**config.mk**
```make
export PLATFORM = sky130hd
export DESIGN_NAME = icache_fill_flat
export DESIGN_NICKNAME = d
export VERILOG_FILES = /design/src/rtl/icache_fill_if.sv /design/src/rtl/icache_fill.sv /design/src/flat_wrapper.sv
export SDC_FILE = /design/constraint.sdc
export NUM_CORES = 1
export LEC_CHECK = 0
export ABC_AREA = 1
export CORE_MARGIN = 1
export CORE_UTILIZATION = 25
export DETAILED_ROUTE_END_ITERATION = 16
export GPL_TIMING_DRIVEN = 0
export PLACE_DENSITY_LB_ADDON = 0.12
export SYNTH_ARGS = -nofsm -noshare
export SYNTH_HDL_FRONTEND = slang
export SYNTH_SLANG_ARGS = --single-unit
export TNS_END_PERCENT = 10
```
**constraint.sdc**
```tcl
create_clock -name CLK -period 5 [get_ports CLK]
set_input_delay 0.5 -clock CLK [delete_from_list [all_inputs] [get_ports CLK]]
set_output_delay 0.5 -clock CLK [all_outputs]
set_load 0.05 [all_outputs]
```
**src/rtl/icache_fill_if.sv**
```systemverilog
// Datapath fetch port and memory-controller word port of the instruction cache.
// slave: the cache side; master: the datapath plus memory controller side.
interface icache_fill_if;
    // Fetch: imemREN requests, ihit marks imemload valid that cycle.
    // Memory: iREN/iaddr held steady until a cycle with iwait low, when iload is taken.
    logic        imemREN;
    logic [31:0] imemaddr;
    logic        ihit;
    logic [31:0] imemload;
    logic        iflush;
    logic        iREN;
    logic [31:0] iaddr;
    logic        iwait;
    logic [31:0] iload;

    modport slave (
        input  imemREN, imemaddr, iflush, iwait, iload,
        output ihit, imemload, iREN, iaddr
    );

    modport master (
        output imemREN, imemaddr, iflush, iwait, iload,
        input  ihit, imemload, iREN, iaddr
    );
endinterface

```
**src/rtl/icache_fill.sv**
```systemverilog
// Direct-mapped 16 x 1-word instruction cache with single-word miss fill.
// Optional statistics counters enabled by defining ICACHE_STATS_EN.
module icache_fill (
    input  logic          CLK,
    input  logic          RST,
    icache_fill_if.slave  bus,
    output logic [31:0]   hit_count,
    output logic [31:0]   miss_count,
    output logic          state_dbg_o
);
    typedef enum logic {IDLE = 1'b0, MISS = 1'b1} state_t;

    state_t      state_q, state_d;
    logic [15:0] valid_q;
    logic [31:0] data_q [16];
    logic [25:0] tag_q  [16];
    logic [31:0] miss_addr_q, miss_addr_d;

    logic [3:0]  req_idx;
    logic [3:0]  miss_idx;
    logic        lookup_hit;
    logic        start_miss;
    logic        fill;
    logic        hit_now;

    assign req_idx    = bus.imemaddr[5:2];
    assign miss_idx   = miss_addr_q[5:2];
    assign lookup_hit = bus.imemREN && valid_q[req_idx]
                        && (tag_q[req_idx] == bus.imemaddr[31:6]) && !bus.iflush;
    assign start_miss = (state_q == IDLE) && bus.imemREN && !lookup_hit && !bus.iflush;
    assign fill       = (state_q == MISS) && !bus.iwait;
    assign hit_now    = (state_q == IDLE) && lookup_hit;
    assign state_dbg_o = state_q;

    always_ff @(posedge CLK or posedge RST) begin
        if (RST) begin
            state_q     <= IDLE;
            miss_addr_q <= '0;
        end else begin
            state_q     <= state_d;
            miss_addr_q <= miss_addr_d;
        end
    end

    always_comb begin
        state_d     = state_q;
        miss_addr_d = miss_addr_q;
        case (state_q)
            IDLE: if (start_miss) begin
                state_d     = MISS;
                miss_addr_d = bus.imemaddr & 32'hFFFF_FFFC;
            end
            MISS: if (!bus.iwait) state_d = IDLE;
            default: state_d = IDLE;
        endcase
    end

    always_comb begin
        bus.ihit     = 1'b0;
        bus.imemload = '0;
        bus.iREN     = 1'b0;
        bus.iaddr    = '0;
        case (state_q)
            IDLE: begin
                bus.ihit     = lookup_hit;
                bus.imemload = lookup_hit ? data_q[req_idx] : 32'h0;
            end
            MISS: begin
                bus.iREN  = 1'b1;
                bus.iaddr = miss_addr_q;
            end
            default: ;
        endcase
    end

    // A flush on the completing edge leaves the just-filled frame invalid.
    always_ff @(posedge CLK or posedge RST) begin
        if (RST)             valid_q <= '0;
        else if (bus.iflush) valid_q <= '0;
        else if (fill)       valid_q[miss_idx] <= 1'b1;
    end

    always_ff @(posedge CLK) begin
        if (fill) begin
            data_q[miss_idx] <= bus.iload;
            tag_q[miss_idx]  <= miss_addr_q[31:6];
        end
    end

`ifdef ICACHE_STATS_EN
    logic [31:0] hit_cnt_q, miss_cnt_q;

    always_ff @(posedge CLK or posedge RST) begin
        if (RST) begin
            hit_cnt_q  <= '0;
            miss_cnt_q <= '0;
        end else begin
            if (hit_now)    hit_cnt_q  <= hit_cnt_q + 32'd1;
            if (start_miss) miss_cnt_q <= miss_cnt_q + 32'd1;
        end
    end

    assign hit_count  = hit_cnt_q;
    assign miss_count = miss_cnt_q;
`else
    assign hit_count  = 32'h0;
    assign miss_count = 32'h0;
`endif
endmodule
```
**src/flat_wrapper.sv**
```systemverilog
// flat-port wrapper written by rule: the top's interface ports become plain ports
module icache_fill_flat 
  (CLK, RST, hit_count, miss_count, state_dbg_o, bus_imemREN, bus_imemaddr, bus_iflush, bus_iwait, bus_iload, bus_ihit, bus_imemload, bus_iREN, bus_iaddr);
  icache_fill_if bus_i ();
  input  logic CLK;
  input  logic RST;
  output logic [31:0] hit_count;
  output logic [31:0] miss_count;
  output logic state_dbg_o;
  input wire logic [$bits(bus_i.imemREN)-1:0] bus_imemREN;
  input wire logic [$bits(bus_i.imemaddr)-1:0] bus_imemaddr;
  input wire logic [$bits(bus_i.iflush)-1:0] bus_iflush;
  input wire logic [$bits(bus_i.iwait)-1:0] bus_iwait;
  input wire logic [$bits(bus_i.iload)-1:0] bus_iload;
  output wire logic [$bits(bus_i.ihit)-1:0] bus_ihit;
  output wire logic [$bits(bus_i.imemload)-1:0] bus_imemload;
  output wire logic [$bits(bus_i.iREN)-1:0] bus_iREN;
  output wire logic [$bits(bus_i.iaddr)-1:0] bus_iaddr;
  assign bus_i.imemREN = bus_imemREN;
  assign bus_i.imemaddr = bus_imemaddr;
  assign bus_i.iflush = bus_iflush;
  assign bus_i.iwait = bus_iwait;
  assign bus_i.iload = bus_iload;
  assign bus_ihit = bus_i.ihit;
  assign bus_imemload = bus_i.imemload;
  assign bus_iREN = bus_i.iREN;
  assign bus_iaddr = bus_i.iaddr;
  icache_fill u_core (.CLK(CLK), .RST(RST), .bus(bus_i), .hit_count(hit_count), .miss_count(miss_count), .state_dbg_o(state_dbg_o));
endmodule
```
==> metrics.txt, run 1 <==
H-tree depth 3; Critical Path RT 4500 ps; Ports 200; clk_skew 28.3 ps; Sw Pwr 0.00505 W; HP Class in -> async; Max-Cap Viols 0; arrival time at the worst endpoint 4430 ps; crit-path max cell delay 570 ps; Die ar. 0.164 mm2; Worst Path Max Fanout 10; pins over their slew limit 0; Die W 405 um; Synth Instances 3,453; fin crit period 4930 ps; # nets final 3,883; # rows 147; gpl congestion 0.868; largest net degree at the start of global routing 48; Starting Density 25.2%; WL/cell 27.0 um; final hold vios 0; number of CTS-inserted buffers 107; clock buffer depth 3; share of cells above drive strength 1 11.4%; Fmax 203 MHz; Avg Synthesized Cell Area 11.7 um2; Clock transition at path regs 60 ps; CP endpoint kind primary output; sequential share of power 49.6%; CP Launch Point bus_imemaddr[5]; # diodes 0; # fillers 16,500; port buffer count 128; Pleak 18.6 nW; crit share post-route 98.5%; CP Class in -> out; Clk network pwr share 41.1%; Max VDD drop 252 uV; synth warn 0; Sw Share 26.2%; antenna violations before repair 7; Slew headroom 19.2%; Yosys reg bits 975; slew at the pin closest to its max-slew limit 1210 ps; mapped cell area 0.0405 mm2; routed vias 28,300; All-Layer GR Usage 19.8%; status completed; Vias/cell 4.66; most frequent cells in the layout 928 x edfxtp_1, 920 x nand2_1, 309 x nand3_1; multi-input combinational cell area 0.00947 mm2; Core Util, Final 31.0%; Root Driver clkbuf_16; startpoint type of the worst setup path input pin; Yosys cell types 30; area leader, netlist edfxtp_1; Power Internal 0.0142 W; Buf/Inv on CP 5; Crit path depth 15; GRT Residual Overflow 0; unrepaired setup endpoints after global routing no; Synth top area share 68.8%; clk_lat worst skew 740 ps; Worst R2R Start u_core.state_dbg_o$_DFF_PP0_; # hold bufs at CTS 0; CP most frequent cell nand2_1; Residual DRC 0; total power per unit cell area 386 mW/mm2; CTS tree built; FF/Latch Area 0.0290 mm2; crit path cell chain clkdlybuf4s50_1 > clkbuf_2 > clkbuf_2 > nand3_1 > nand2_1 > nand2_1 > nand2_1 > nand3_1 > nor2_1 > nand2_1 > nor2_1 > nand3_2 > buf_6 > nor2_2 > clkdlybuf4s15_1; number of detailed-route iterations in the first pass 7; Seq/Total Area, Yosys 71.7%; Fin Hold WS 316 ps; core area 0.161 mm2; Detail Placement HPWL 111 mm; Combinational Power Share 9.3%; top cells by area, synth edfxtp_1 69%, nand2_1 8.5%, nand3_1 3.8%; # clock sinks 975; Post-synth EDFFs 928; DR iter-0 viols 2,759; Setup-failing EPs final 0; Post-Route WL 164 mm; Die Height 405 um; reg2reg path depth 6; ys async rst share 4.82%; vias in the first global route 27,100; Slowest cell on crit path clkdlybuf4s15_1; Synth Flop Type edfxtp_1; area delta synth->final 22.8%; most common cell after layout, fill and taps aside edfxtp_1; Largest delay share family, worst path buffers and inverters; Antenna Violating Nets Remaining 0; first-pass GRT wire length 225 mm
==> path summary, 6_finish.rpt <==
check                                                          end  slack [ps]
min in group CLK                u_core.miss_addr_q[18]$_DFFE_PP0P_         430
max in group asynchronous            u_core.valid_q[6]$_DFFE_PP0P_        4110
worst max-delay path                              bus_imemload[14]          70
worst min-delay path            u_core.miss_addr_q[27]$_DFFE_PP0P_         320
worst max register to register       u_core.tag_q[7][24]$_DFFE_PP_        2090
worst min register to register      u_core.valid_q[11]$_DFFE_PP0P_         510
==> sequential cells by signal, summed over array words and instances (netlist names) <==
name,flops
u_core.data_q,512
u_core.tag_q,416
u_core.miss_addr_q,30
u_core.valid_q,16
u_core.state_dbg_o,1
==> routing by layer <==
metal | wire, um | GRT usage (%) | part of all wire [%] | vias to the layer above
li1 | - | - | - | 12700
met1 | 73900 | 27.0 | 45 | 14400
met2 | 77100 | 32.5 | 47 | 910
met3 | 8730 | 3.22 | 5.3 | 221
met4 | 3850 | 4.69 | 2.4 | 10
met5 | 62 | 0 | 0.038 | -
==> area by class of cell <==
class	instances	area share, %
clock buffers	147	5.97
repair buffers	187	5.38
flip-flops and latches	975	58.3
well taps	2160	5.43
multi-input cells	2037	19.0
plain buffers	277	3.18
clock inverters	51	0.925
inverters	229	1.74
==> timing repair <==
item | CTS | global route
resized for setup | 54 | 27
buffers inserted | 0 | 0
endpoints found under the setup margin | 39 | 17
==> stage by stage <==
step / power, W / setup TNS (ps) / instances / setup WS, ps / instance area, um2
2_1_floorplan: 0.0105 / 0 / 3518 / 645 / 40800
3_3_place_gp: 0.0115 / -3302540 / 5806 / -3890 / 44700
3_5_place_dp: 0.0115 / -27190 / 5865 / -1030 / 46300
4_1_cts: 0.0194 / -4.67 / 6063 / -4.67 / 49700
5_1_grt: 0.0198 / 0 / 6063 / 8.42 / 49800
6_report: 0.0192 / 0 / 6063 / 73.6 / 49800
==> synth_stat cells, types with 2 or more instances <==
cell type	n
o31ai_1	32
a21oi_1	253
buf_6	7
buf_1	29
inv_1	224
o21ai_1	44
buf_4	87
nand4_1	4
nand3b_1	6
nor2_1	202
clkbuf_1	86
inv_4	2
nand3_1	309
a221oi_1	111
edfxtp_1	928
inv_2	2
o21ba_2	5
o21ai_0	32
a31oi_1	5
dfrtp_1	47
o211ai_1	17
buf_2	68
nor2_2	21
nand2_1	920
a32oi_1	6
nor3_1	2
==> power groups by stage <==
stage	clock network (W)	registers (W)	logic (W)
final	0.00790	0.00953	0.00180
after global routing	0.00833	0.00956	0.00191
after CTS	0.00806	0.00954	0.00181
after detailed placement	0	0.00971	0.00181
after global placement	0	0.00974	0.00173
after floorplan	0	0.00958	0.000939
==> logic make-up after synthesis <==
| kind of cell | Yosys count | share of synthesized area, % |
|---|---|---|
| and+or+nand+nor | 1466 | 14.8 |
| DFF | 975 | 71.7 |
| buffers and inverters | 506 | 5.85 |
| AOI/OAI and AO/OA | 505 | 7.70 |
| other | 1 | 0.00925 |
No activity file was read; power rests on OpenSTA's default activity.
==> run 2, diff against run 1 <==
--- a/config.mk
+++ b/config.mk
@@ -11,6 +11,7 @@
 export DETAILED_ROUTE_END_ITERATION = 16
 export GPL_TIMING_DRIVEN = 0
 export PLACE_DENSITY_LB_ADDON = 0.12
+export RECOVER_POWER = 100
 export SYNTH_ARGS = -nofsm -noshare
 export SYNTH_HDL_FRONTEND = slang
 export SYNTH_SLANG_ARGS = --single-unit
==> run 2 against run 1 <==
The run now ends with max-capacitance violations, max-slew violations left. Sequential power is essentially flat. Final cell count is essentially flat. Via count is essentially flat. Die area is the same. Sequential share of layout area grew 1.5 points. Wire length grew 0.18%. Power shrank 0.36%. Critical path depth is the same. Utilization shrank 0.79 points. Flip-flop and latch count is the same. Clock power is essentially flat. Critical path type unchanged. Largest power group unchanged.
==> metrics.txt, run 2 (synthesis results as in run 1) <==
# fillers 16,700 (was 16,500); H-tree depth 3 (unchanged); Worst Path Max Fanout 10 (unchanged); clk_skew 25.5 ps (was 28.3 ps); Max-Cap Viols 22 (was 0); CP endpoint kind primary output (unchanged); most frequent cells in the layout 928 x edfxtp_1, 920 x nand2_1, 309 x nand3_1 (unchanged); GRT busiest layer met2 (unchanged); clk_lat worst skew 740 ps (about the same); reg2reg path depth 7 (was 6); antenna violations before repair 9 (was 7); Die Height 405 um (unchanged); largest net degree at the start of global routing 48 (unchanged); Starting Density 25.2% (unchanged); final hold vios 0 (unchanged); multi-input combinational cell area 0.00934 mm2 (was 0.00947 mm2); port buffer count 128 (unchanged); Clock transition at path regs 60 ps (about the same); Slew headroom -99.2% (was 19.2%); FF/Latch Area 0.0290 mm2 (unchanged); Top Registers u_core.data_q x512, u_core.tag_q x416, u_core.miss_addr_q x30 (unchanged); Post-Route WL 164 mm (about the same); Die W 405 um (unchanged); # nets final 3,883 (unchanged); Ports 200 (unchanged); Fin Hold WS 427 ps (was 316 ps); most common cell after layout, fill and taps aside edfxtp_1 (unchanged); Max VDD drop 252 uV (about the same); DR iter-0 viols 2,702 (was 2,759); All-Layer GR Usage 19.8% (unchanged); slew at the pin closest to its max-slew limit 2970 ps (was 1210 ps); number of CTS-inserted buffers 107 (unchanged); total power per unit cell area 395 mW/mm2 (was 386 mW/mm2); CTS tree built (unchanged); status finished, violations left (was completed); Residual DRC 0 (unchanged); GR Layer Usage met2 32.5% (unchanged); HP Class in -> reg (was in -> async); met1 usage 27.0% (unchanged); Root Driver clkbuf_16 (unchanged); share of cells above drive strength 1 9.68% (was 11.4%); number of detailed-route iterations in the first pass 5 (was 7); failing checks max-capacitance violations, max-slew violations; Hold Path Cell Cnt 3; max reg flops 512 (unchanged); Fmax 201 MHz (was 203 MHz); CP Class in -> out (unchanged); Critical Path RT 4500 ps (about the same); arrival time at the worst endpoint 4460 ps (was 4430 ps); routed vias 28,300 (about the same); fin crit period 4960 ps (was 4930 ps); pins over their slew limit 354 (was 0); vias in the first global route 27,100 (unchanged); Pleak 18.1 nW (was 18.6 nW); core area 0.161 mm2 (unchanged); WL/cell 27.1 um (was 27.0 um); met3 Track Usage GR 3.22% (unchanged); Setup-failing EPs final 0 (unchanged); unrepaired setup endpoints after global routing no (unchanged); # clock sinks 975 (unchanged); Core Util, Final 30.2% (was 31.0%); pre-CTS setup slack -1030 ps (unchanged); Die ar. 0.164 mm2 (unchanged); Antenna Violating Nets Remaining 0 (unchanged); PnR Total Power 0.0192 W (about the same); Detail Placement HPWL 111 mm (unchanged); gpl congestion 0.868 (unchanged); # rows 147 (unchanged); first-pass GRT wire length 225 mm (unchanged); clock buffer depth 3 (unchanged); Vias/cell 4.66 (about the same); Top reg by flops u_core.data_q (unchanged); crit share post-route 99.3% (was 98.5%); startpoint type of the worst setup path input pin (unchanged); GRT Residual Overflow 0 (unchanged); setup ws final 36.4 ps (was 73.6 ps); area delta synth->final 19.7% (was 22.8%)
run 2: cell type report:
class	instances	area share (%)
Tap cell	2160	5.57
Timing Repair Buffer	187	3.21
Clock inverter	51	0.949
Antenna cell	1	0.00516
Sequential cell	975	59.9
Multi-Input combinational cell	2037	19.2
Inverter	229	1.78
Clock buffer	147	6.12
Buffer	277	3.24
run 2: path summary, 6_finish.rpt:
check,endpoint,slack (ps),start
setup / recovery,bus_imemload[14],40,bus_imemaddr[5]
hold / removal,u_core.miss_addr_q[18]$_DFFE_PP0P_,430,bus_imemaddr[18]
setup reg to reg,u_core.data_q[15][2]$_DFFE_PP_,150,u_core.state_dbg_o$_DFF_PP0_
hold reg to reg,u_core.valid_q[4]$_DFFE_PP0P_,500,u_core.valid_q[4]$_DFFE_PP0P_
max in group asynchronous,u_core.valid_q[6]$_DFFE_PP0P_,2560,RST
min in group asynchronous,u_core.miss_addr_q[27]$_DFFE_PP0P_,1090,RST
run 2: what timing repair did:
action / CTS / global route
setup buffers: 0 / 0
hold endpoints to repair: 0 / 0
gates resized for setup: 54 / 27
setup endpoints to repair: 39 / 17
hold buffers: 0 / 0
run 2: where the power goes:
group	internal, W	leakage (nW)	switching (W)
clock	0.00446	1.69	0.00344
combinational	0.000412	7.37	0.00131
sequential	0.00927	9.00	0.000272
run 2: stage by stage:
stage / TNS (ps) / instances / area [um2]
global placement: -3302540 / 5806 / 44700
finish: 0 / 6064 / 48500
global route: 0 / 6064 / 48500
floorplan: 0 / 3518 / 40800
CTS: -4.67 / 6063 / 49700
detailed placement: -27190 / 5865 / 46300
run 2: critical path, stage by stage:
cell and delay [ps]:
clkdlybuf4s50_1 540, clkbuf_2 340, clkbuf_2 440, nand3_1 210, nand2_1 110, nand2_1 50, nand2_1 150, nand3_1 90
nor2_1 120, nand2_1 60, nor2_1 230, nand3_2 400, buf_6 330, nor2_2 290, clkdlybuf4s15_1 570
run 2: layer usage:
layer / vias to the layer above / wire length, um
met2: 872 / 77000
met1: 14400 / 74800
met3: 231 / 8110
li1: 12700 / -
met5: - / 70
met4: 12 / 4050
